## config.mk

```make
export PLATFORM = sky130hd
export DESIGN_NAME = memoria_microprocesador_flat
export DESIGN_NICKNAME = d
export VERILOG_FILES = /design/src/rtl/memoria_microprocesador_if.sv /design/src/rtl/memoria_microprocesador.sv /design/src/flat_wrapper.sv
export SDC_FILE = /design/constraint.sdc
export NUM_CORES = 2
export LEC_CHECK = 0
export CORE_ASPECT_RATIO = 1.4
export CORE_MARGIN = 3
export CORE_UTILIZATION = 45
export DETAILED_ROUTE_END_ITERATION = 6
export PLACE_DENSITY = 0.57
export SYNTH_ARGS = -nofsm -noshare
export SYNTH_HDL_FRONTEND = slang
export SYNTH_MEMORY_MAX_BITS = 65536
export SYNTH_SLANG_ARGS = --single-unit
```

## constraint.sdc

```tcl
create_clock -name Clk -period 3.6 [get_ports Clk]
set_input_delay 0.36 -clock Clk [delete_from_list [all_inputs] [get_ports Clk]]
set_output_delay 0.36 -clock Clk [all_outputs]
set_load 0.02 [all_outputs]
```

## src/rtl/memoria_microprocesador_if.sv

```systemverilog
// Bus between Microprocesador (plus its program loader) and memoria_microprocesador.
// MAPEO_ES_EN adds the memory-mapped Puerto_Salida output register.
interface memoria_microprocesador_if #(
    parameter int ANCHO_INST  = 9,
    parameter int ANCHO_DATOS = 8,
    parameter int ANCHO_DIR   = 8
);
    logic [ANCHO_DIR-1:0]   Direccion_Instrucciones;
    logic [ANCHO_INST-1:0]  Instrucciones;
    logic [ANCHO_DIR-1:0]   Direccion_Datos;
    logic [ANCHO_DATOS-1:0] Salida_Datos;
    logic                   RW;
    logic [ANCHO_DATOS-1:0] Datos_Entrada;
    logic [ANCHO_INST-1:0]  Carga_Dato;
    logic                   Carga_Valido;
    logic                   Carga_Fin;
    logic                   Carga_Listo;
    logic                   Rst_CPU;
    logic [ANCHO_DIR:0]     Longitud;
`ifdef MAPEO_ES_EN
    logic [ANCHO_DATOS-1:0] Puerto_Salida;

    modport master (
        output Direccion_Instrucciones, Direccion_Datos, Salida_Datos, RW,
               Carga_Dato, Carga_Valido, Carga_Fin,
        input  Instrucciones, Datos_Entrada, Carga_Listo, Rst_CPU, Longitud, Puerto_Salida
    );
    modport slave (
        input  Direccion_Instrucciones, Direccion_Datos, Salida_Datos, RW,
               Carga_Dato, Carga_Valido, Carga_Fin,
        output Instrucciones, Datos_Entrada, Carga_Listo, Rst_CPU, Longitud, Puerto_Salida
    );
`else
    modport master (
        output Direccion_Instrucciones, Direccion_Datos, Salida_Datos, RW,
               Carga_Dato, Carga_Valido, Carga_Fin,
        input  Instrucciones, Datos_Entrada, Carga_Listo, Rst_CPU, Longitud
    );
    modport slave (
        input  Direccion_Instrucciones, Direccion_Datos, Salida_Datos, RW,
               Carga_Dato, Carga_Valido, Carga_Fin,
        output Instrucciones, Datos_Entrada, Carga_Listo, Rst_CPU, Longitud
    );
`endif
endinterface

```

## src/rtl/memoria_microprocesador.sv

```systemverilog
// Program memory (loaded while the CPU is held in reset) plus data RAM for Microprocesador.
// Define MAPEO_ES_EN to map data address all-ones onto the Puerto_Salida register.
module memoria_microprocesador #(
    parameter int ANCHO_INST  = 9,
    parameter int ANCHO_DATOS = 8,
    parameter int ANCHO_DIR   = 8,
    parameter int PROFUNDIDAD = 256
) (
    input logic Clk,
    input logic Rst,
    memoria_microprocesador_if.slave bus
);
    typedef enum logic [1:0] {REPOSO, CARGA, EJECUCION} estado_t;

    localparam logic [ANCHO_DIR:0] LLENO = (ANCHO_DIR+1)'(PROFUNDIDAD);

    estado_t                estado_q, estado_d;
    // Longitud doubles as the load pointer: both start at 0 and advance together.
    logic [ANCHO_DIR:0]     long_q, long_d;
    logic                   listo_q, listo_d;
    logic                   rst_cpu_q, rst_cpu_d;
    logic [ANCHO_INST-1:0]  inst_q, inst_d;
    logic [ANCHO_DATOS-1:0] dato_q, dato_d;
    logic [ANCHO_INST-1:0]  rom [PROFUNDIDAD];
    logic [ANCHO_DATOS-1:0] ram [PROFUNDIDAD];
    logic                   acepta, ram_we, es_io;

`ifdef MAPEO_ES_EN
    logic [ANCHO_DATOS-1:0] puerto_q, puerto_d;
`endif

    always_comb begin
        estado_d = estado_q;
        long_d   = long_q;
        acepta   = bus.Carga_Valido && listo_q;
        case (estado_q)
            REPOSO: begin
                if (acepta) begin
                    long_d   = long_q + 1'b1;
                    estado_d = bus.Carga_Fin ? EJECUCION : CARGA;
                end
            end
            CARGA: begin
                if (acepta) long_d = long_q + 1'b1;
                if (bus.Carga_Fin) estado_d = EJECUCION;
            end
            default: ;
        endcase
        rst_cpu_d = (estado_d != EJECUCION);
        listo_d   = (estado_d != EJECUCION) && (long_d != LLENO);

        inst_d = '0;
        if (estado_q == EJECUCION && {1'b0, bus.Direccion_Instrucciones} < long_q)
            inst_d = rom[bus.Direccion_Instrucciones];

`ifdef MAPEO_ES_EN
        es_io    = &bus.Direccion_Datos;
        puerto_d = puerto_q;
`else
        es_io    = 1'b0;
`endif
        dato_d = '0;
        ram_we = 1'b0;
        if (estado_q == EJECUCION) begin
            if (bus.RW) begin
                dato_d = bus.Salida_Datos;
`ifdef MAPEO_ES_EN
                if (es_io) puerto_d = bus.Salida_Datos;
`endif
                ram_we = !es_io;
            end else begin
`ifdef MAPEO_ES_EN
                dato_d = es_io ? puerto_q : ram[bus.Direccion_Datos];
`else
                dato_d = ram[bus.Direccion_Datos];
`endif
            end
        end
    end

    always_ff @(posedge Clk) begin
        if (Rst) begin
            estado_q  <= REPOSO;
            long_q    <= '0;
            listo_q   <= 1'b0;
            rst_cpu_q <= 1'b1;
            inst_q    <= '0;
            dato_q    <= '0;
        end else begin
            estado_q  <= estado_d;
            long_q    <= long_d;
            listo_q   <= listo_d;
            rst_cpu_q <= rst_cpu_d;
            inst_q    <= inst_d;
            dato_q    <= dato_d;
        end
    end

`ifdef MAPEO_ES_EN
    always_ff @(posedge Clk) begin
        if (Rst) puerto_q <= '0;
        else     puerto_q <= puerto_d;
    end
    assign bus.Puerto_Salida = puerto_q;
`endif

    // Memory arrays survive reset; a reset cycle never writes them.
    always_ff @(posedge Clk) begin
        if (!Rst && acepta) rom[long_q[ANCHO_DIR-1:0]] <= bus.Carga_Dato;
        if (!Rst && ram_we) ram[bus.Direccion_Datos] <= bus.Salida_Datos;
    end

    assign bus.Instrucciones = inst_q;
    assign bus.Datos_Entrada = dato_q;
    assign bus.Carga_Listo   = listo_q;
    assign bus.Rst_CPU       = rst_cpu_q;
    assign bus.Longitud      = long_q;
endmodule
```

## src/flat_wrapper.sv

```systemverilog
// flat-port wrapper written by rule: the top's interface ports become plain ports
module memoria_microprocesador_flat 
#(
    parameter int ANCHO_INST  = 9,
    parameter int ANCHO_DATOS = 8,
    parameter int ANCHO_DIR   = 8,
    parameter int PROFUNDIDAD = 256
)
  (Clk, Rst, bus_Direccion_Instrucciones, bus_Direccion_Datos, bus_Salida_Datos, bus_RW, bus_Carga_Dato, bus_Carga_Valido, bus_Carga_Fin, bus_Instrucciones, bus_Datos_Entrada, bus_Carga_Listo, bus_Rst_CPU, bus_Longitud);
  memoria_microprocesador_if #(.ANCHO_INST(ANCHO_INST), .ANCHO_DATOS(ANCHO_DATOS), .ANCHO_DIR(ANCHO_DIR)) bus_i ();
  input logic Clk;
  input logic Rst;
  input wire logic [$bits(bus_i.Direccion_Instrucciones)-1:0] bus_Direccion_Instrucciones;
  input wire logic [$bits(bus_i.Direccion_Datos)-1:0] bus_Direccion_Datos;
  input wire logic [$bits(bus_i.Salida_Datos)-1:0] bus_Salida_Datos;
  input wire logic [$bits(bus_i.RW)-1:0] bus_RW;
  input wire logic [$bits(bus_i.Carga_Dato)-1:0] bus_Carga_Dato;
  input wire logic [$bits(bus_i.Carga_Valido)-1:0] bus_Carga_Valido;
  input wire logic [$bits(bus_i.Carga_Fin)-1:0] bus_Carga_Fin;
  output wire logic [$bits(bus_i.Instrucciones)-1:0] bus_Instrucciones;
  output wire logic [$bits(bus_i.Datos_Entrada)-1:0] bus_Datos_Entrada;
  output wire logic [$bits(bus_i.Carga_Listo)-1:0] bus_Carga_Listo;
  output wire logic [$bits(bus_i.Rst_CPU)-1:0] bus_Rst_CPU;
  output wire logic [$bits(bus_i.Longitud)-1:0] bus_Longitud;
  assign bus_i.Direccion_Instrucciones = bus_Direccion_Instrucciones;
  assign bus_i.Direccion_Datos = bus_Direccion_Datos;
  assign bus_i.Salida_Datos = bus_Salida_Datos;
  assign bus_i.RW = bus_RW;
  assign bus_i.Carga_Dato = bus_Carga_Dato;
  assign bus_i.Carga_Valido = bus_Carga_Valido;
  assign bus_i.Carga_Fin = bus_Carga_Fin;
  assign bus_Instrucciones = bus_i.Instrucciones;
  assign bus_Datos_Entrada = bus_i.Datos_Entrada;
  assign bus_Carga_Listo = bus_i.Carga_Listo;
  assign bus_Rst_CPU = bus_i.Rst_CPU;
  assign bus_Longitud = bus_i.Longitud;
  memoria_microprocesador #(.ANCHO_INST(ANCHO_INST), .ANCHO_DATOS(ANCHO_DATOS), .ANCHO_DIR(ANCHO_DIR), .PROFUNDIDAD(PROFUNDIDAD)) u_core (.Clk(Clk), .Rst(Rst), .bus(bus_i));
endmodule
```

After elaboration in Yosys (flattened, before gate mapping)
Memories as Yosys holds them, arrays and structs flattened. A register that Yosys moved wholly into a read port is not among the register bits.
Index checks and enable logic that the tools add are counted.
{"block": "totals", "reg_bits": 13, "ram_bits": 4352, "in_bits": 38, "out_inout_bits": 28, "wordCells": 36, "n_memories": 2}
{"memory": "u_core.rom", "words": 256, "word_bits": 9, "rd": 1, "rd_ports_with_merged_regs": 1, "write_ports": 1, "line_no": "memoria_microprocesador.sv:24", "text": "logic [ANCHO_INST-1:0] rom [PROFUNDIDAD];"}
{"memory": "u_core.ram", "words": 256, "word_bits": 8, "rd": 1, "rd_ports_with_merged_regs": 1, "write_ports": 1, "line_no": "memoria_microprocesador.sv:25", "text": "logic [ANCHO_DATOS-1:0] ram [PROFUNDIDAD];"}
{"block": "op_classes", "n_addsub": 1, "n_lt_le_gt_ge": 1, "eq_ne": 4, "muxes": 12, "bitwise_logic": 2, "reduce_logical": 10}
{"cell": "two-way mux 9 bit", "n": 2}
{"cell": "adder 9 x 1 -> 9 bit (second input constant)", "n": 1}
{"cell": "less-than comparator 8 x 9 -> 1 bit", "n": 1}
{"cell": "inequality test 9 bit (second input constant)", "n": 1}
{"cell": "two-way mux 1 bit", "n": 6}
{"cell": "two-way mux 2 bit", "n": 3}
{"cell": "OR reduction 2 bit", "n": 3}
{"cell": "logical AND 1 bit", "n": 5}
{"cell": "one-hot mux 2 bit (2 select lines)", "n": 1}
{"cell": "== test 2 x 1 -> 1 bit (second input constant)", "n": 1}
{"cell": "== test 2 bit (second input constant)", "n": 1}
{"cell": "logical NOT 2 bit", "n": 1}
{"cell": "inequality test 2 bit (second input constant)", "n": 1}
{"cell": "inverter 1 bit", "n": 2}
{"cell": "logical NOT 1 bit", "n": 1}

Depth between registers and ports, before layout
{"block": "depth", "ltp_word": 5, "depth_mapped": 12, "mapped_depth_nobuf": 8}

Least setup slack after synthesis
No wires, ideal clock.
{"block": "synth_path", "path_type": "input to register", "startpoint": "in bus_Direccion_Datos[0]", "endpoint": "mem u_core.ram[128][0] (enable)", "setup_time_ns": 0.371, "arrival_time_ns": 2.453, "required_ns": 3.229, "setup_slack_ns": 0.777, "stages": 10, "n_path_buf": 7, "cell_sequence": "buf_6 buf_6 buf_6 buf_6 buf_4 buf_2 nor3_1 nand2_1 clkbuf_1 nor2_1"}
{"element": "from (decl)", "line_no": "flat_wrapper.sv:14", "text": "input wire logic [$bits(bus_i.Direccion_Datos)-1:0] bus_Direccion_Datos;"}
{"element": "to (decl)", "line_no": "memoria_microprocesador.sv:25"}
Straight into the memory's write port.

==> summary.txt <==
Synthesis
  – Post-synth top area cell: edfxtp_1
  – Post-synth top area share: 0.771
  – Top cells by area, synth: edfxtp_1, mux4_2, mux2i_1
  – Mapped Cells: 7479
  – Async SR Flop Fraction: 0
  – Syn_nets: 7528
  – Synth cell types: 57
  – FF+latch count, synth: 4382
  – Synth warnings: 0
  – Post-synthesis cell area: 169000 um2
  – Post-synth EDFFs: 4352
  – Top_reg_cell synth: edfxtp_1
  – Post-synthesis sequential area ratio: 0.775
  – Synth Area per Inst: 22.7 um2

Route
  – Routed Antenna Nets: 0
  – DRT Pass-1 Iters: 5
  – Vias/cell: 5.86
  – First DRT Iteration DRCs: 8027
  – Routed len/inst: 31.8 um
  – Total Wirelength: 442000 um
  – Drc violations: 0
  – Via count: 81352

Clock tree
  – TritonCTS clock tree: built
  – Root Driver: clkbuf_16
  – CTS Hold Bufs: 8
  – Post-CTS setup buffers: 0
  – Num CTS Buffers: 417
  – PostCTS Resize Cnt: 0
  – Worst-skew pair later-pin latency: 1.00 ns
  – Clock Path Buffers: 4
  – Clk sinks: 4382
  – Clk slew on worst S/H paths: 0.07 ns
  – CTS H-tree lvls: 5

Global routing
  – First-pass GRT wire length: 635000 um
  – Vias in the first global route: 85191
  – Grt ovf: 0
  – Tot GR Track Use: 0.228
  – Initial antenna violation count: 6
  – Largest net degree at the start of global routing: 133

Floorplan
  – Row count: 266
  – Initial Utilization: 0.452
  – Die width: 525 um
  – Core area: 375000 um2
  – # IOs: 66
  – Chip Height: 732 um
  – DIE AREA: 384000 um2

Worst setup path
  – Worst Setup Start Kind: flip-flop
  – Worst Path Max Fanout: 1
  – Critical path endpoint category: flip-flop
  – Crit Path Class: flip-flop to flip-flop
  – Required @ worst endpoint: 4.42 ns
  – Worst EP arrival: 4.01 ns

Power
  – Switching power total: 0.0223 W
  – Combinational share of power: 0.050
  – Clock share of power: 0.418
  – Pint: 0.0832 W
  – Sequential power share: 0.531
  – Leak: 62.9 nW
  – Max IR drop VDD: 405 uV
  – Switching Fraction: 0.211
  – Power Density: 535 nW/um2

Timing
  – FMAX: 313 MHz
  – Max-slew headroom: 0.224
  – Final hold vios: 0
  – Final WS setup: 0.407 ns
  – Final slew viol count: 0
  – Clock skew: 0.0618 ns
  – Tightest Pin Transition: 1.16 ns
  – Final setup fails: 0
  – Final period util: 0.887
  – Final min period: 3.19 ns
  – Hold_ws: 0.0695 ns
  – Setup TNS: 0 ns
  – RSZ-0062 raised after global routing: no

Cells and area
  – Area delta synth->final: 16.5%
  – Commonest non-fill, non-tap cells in the layout: edfxtp_1, mux4_2, buf_4
  – Layout cells sized above 1: 0.329
  – Fillcell total: 29073
  – Final nets: 8618
  – Commonest non-fill, non-tap cell in the layout: edfxtp_1

Status
  – Status: completed

Flow run
  – Max-Cap Viols: 0

Place
  – Placement Setup Slack: -0.497 ns
  – GP Congestion: 0.947
  – # port buffers: 65
  – Post-DP HPWL: 287000 um

Worst hold path
  – HP Class: input port to flip-flop
state kept, by name, indices dropped and copies added, names as in the netlist:
signal,flops
u_core.bus.Rst_CPU,1
u_core.bus.Instrucciones,9
u_core.bus.Datos_Entrada,8
u_core.ram,2048
u_core.rom,2304
u_core.bus.Carga_Listo,1
u_core.estado_q,2
u_core.bus.Longitud,9
worst max-delay path: stages, from the launching register on:
cell and delay, ns:
edfxtp_1 0.37, mux4_2 0.48, mux2i_1 0.38, a22oi_1 0.22, a221oi_1 0.67, a21oi_1 0.16, buf_4 0.20, nor2_1 0.42
nor3_1 0.13
synth_stat cells, drive strengths merged, types with 7 or more instances:
| master | number |
|---|---|
| xnor2 | 9 |
| nor2b | 23 |
| clkbuf | 171 |
| a22oi | 85 |
| dfxtp | 30 |
| inv | 16 |
| nand4 | 8 |
| a31oi | 12 |
| nand3 | 40 |
| a211oi | 21 |
| o22ai | 36 |
| nand2b | 8 |
| o32ai | 15 |
| mux2i | 244 |
| mux2 | 10 |
| nor2 | 566 |
| nand3b | 13 |
| nor3 | 36 |
| o31ai | 12 |
| nor4 | 10 |
| and2 | 12 |
| ha | 11 |
| nand2 | 106 |
| a21oi | 46 |
| mux4 | 1212 |
| edfxtp | 4352 |
| a221oi | 21 |
| buf | 268 |
| o21ai | 18 |
| o211ai | 7 |
| o221ai | 21 |
kinds of logic after synthesis:
kind of cell               synth area share
adders and majority gates          0.000812
AOI/OAI and AO/OA                    0.0136
DFF                                   0.775
xor gates and xnor gates           0.000465
buffers and inverters                0.0136
muxes                                 0.176
and+or+nand+nor                      0.0205
layout make-up:
| type | instances | area [um2] | area share |
|---|---|---|---|
| tap | 4958 | 6200 | 0.0314 |
| antenna | 6 | 15.0 | 0.0000761 |
| sequential | 4382 | 131000 | 0.665 |
| clock buffer | 505 | 11000 | 0.0558 |
| timing repair buffer | 1110 | 10200 | 0.0515 |
| multi-input combinational | 2642 | 35900 | 0.182 |
| clock inverter | 268 | 2640 | 0.0134 |
| inverter | 16 | 60.1 | 0.000304 |
layer usage:
| layer | wire [um] | part of all wire | global-route usage |
|---|---|---|---|
| met1 | 165000 | 0.37 | 0.283 |
| met2 | 233000 | 0.53 | 0.404 |
| met3 | 21300 | 0.048 | 0.0289 |
| met4 | 22200 | 0.050 | 0.0998 |
| met5 | 54 | 0.00012 | 0 |
power by group through the flow:
stage	Combinational [W]	Sequential, W	Clock [W]
floorplan	0.00262	0.0572	0
finish	0.00533	0.0561	0.0441
global placement	0.00532	0.0572	0
CTS	0.00542	0.0561	0.0450
global route	0.00560	0.0561	0.0470
detailed placement	0.00540	0.0572	0
metrics by stage:
stage	power, W	cell area [um2]	utilization	cells
after floorplan	0.0598	169000	-	7479
after global placement	0.0625	184000	0.490	13099
after detailed placement	0.0626	184000	0.490	13100
after CTS	0.106	197000	0.526	13881
after global routing	0.109	197000	0.526	13882
final	0.106	197000	0.527	13887
final timing paths:
path | startpoint | endpoint | slack, ns | cells after the start
worst max-delay path | u_core.rom[113][2]$_DFFE_PP_ | u_core.bus.Instrucciones[2]$_SDFF_PP0_ | 0.41 | 8
worst min-delay path | bus_Carga_Dato[5] | u_core.rom[120][5]$_DFFE_PP_ | 0.07 | 1
worst max register to register | u_core.rom[113][2]$_DFFE_PP_ | u_core.bus.Instrucciones[2]$_SDFF_PP0_ | 0.41 | 8
worst min register to register | u_core.estado_q[0]$_SDFF_PP0_ | u_core.estado_q[0]$_SDFF_PP0_ | 0.56 | 2
Power figures use the tool's default switching activity.
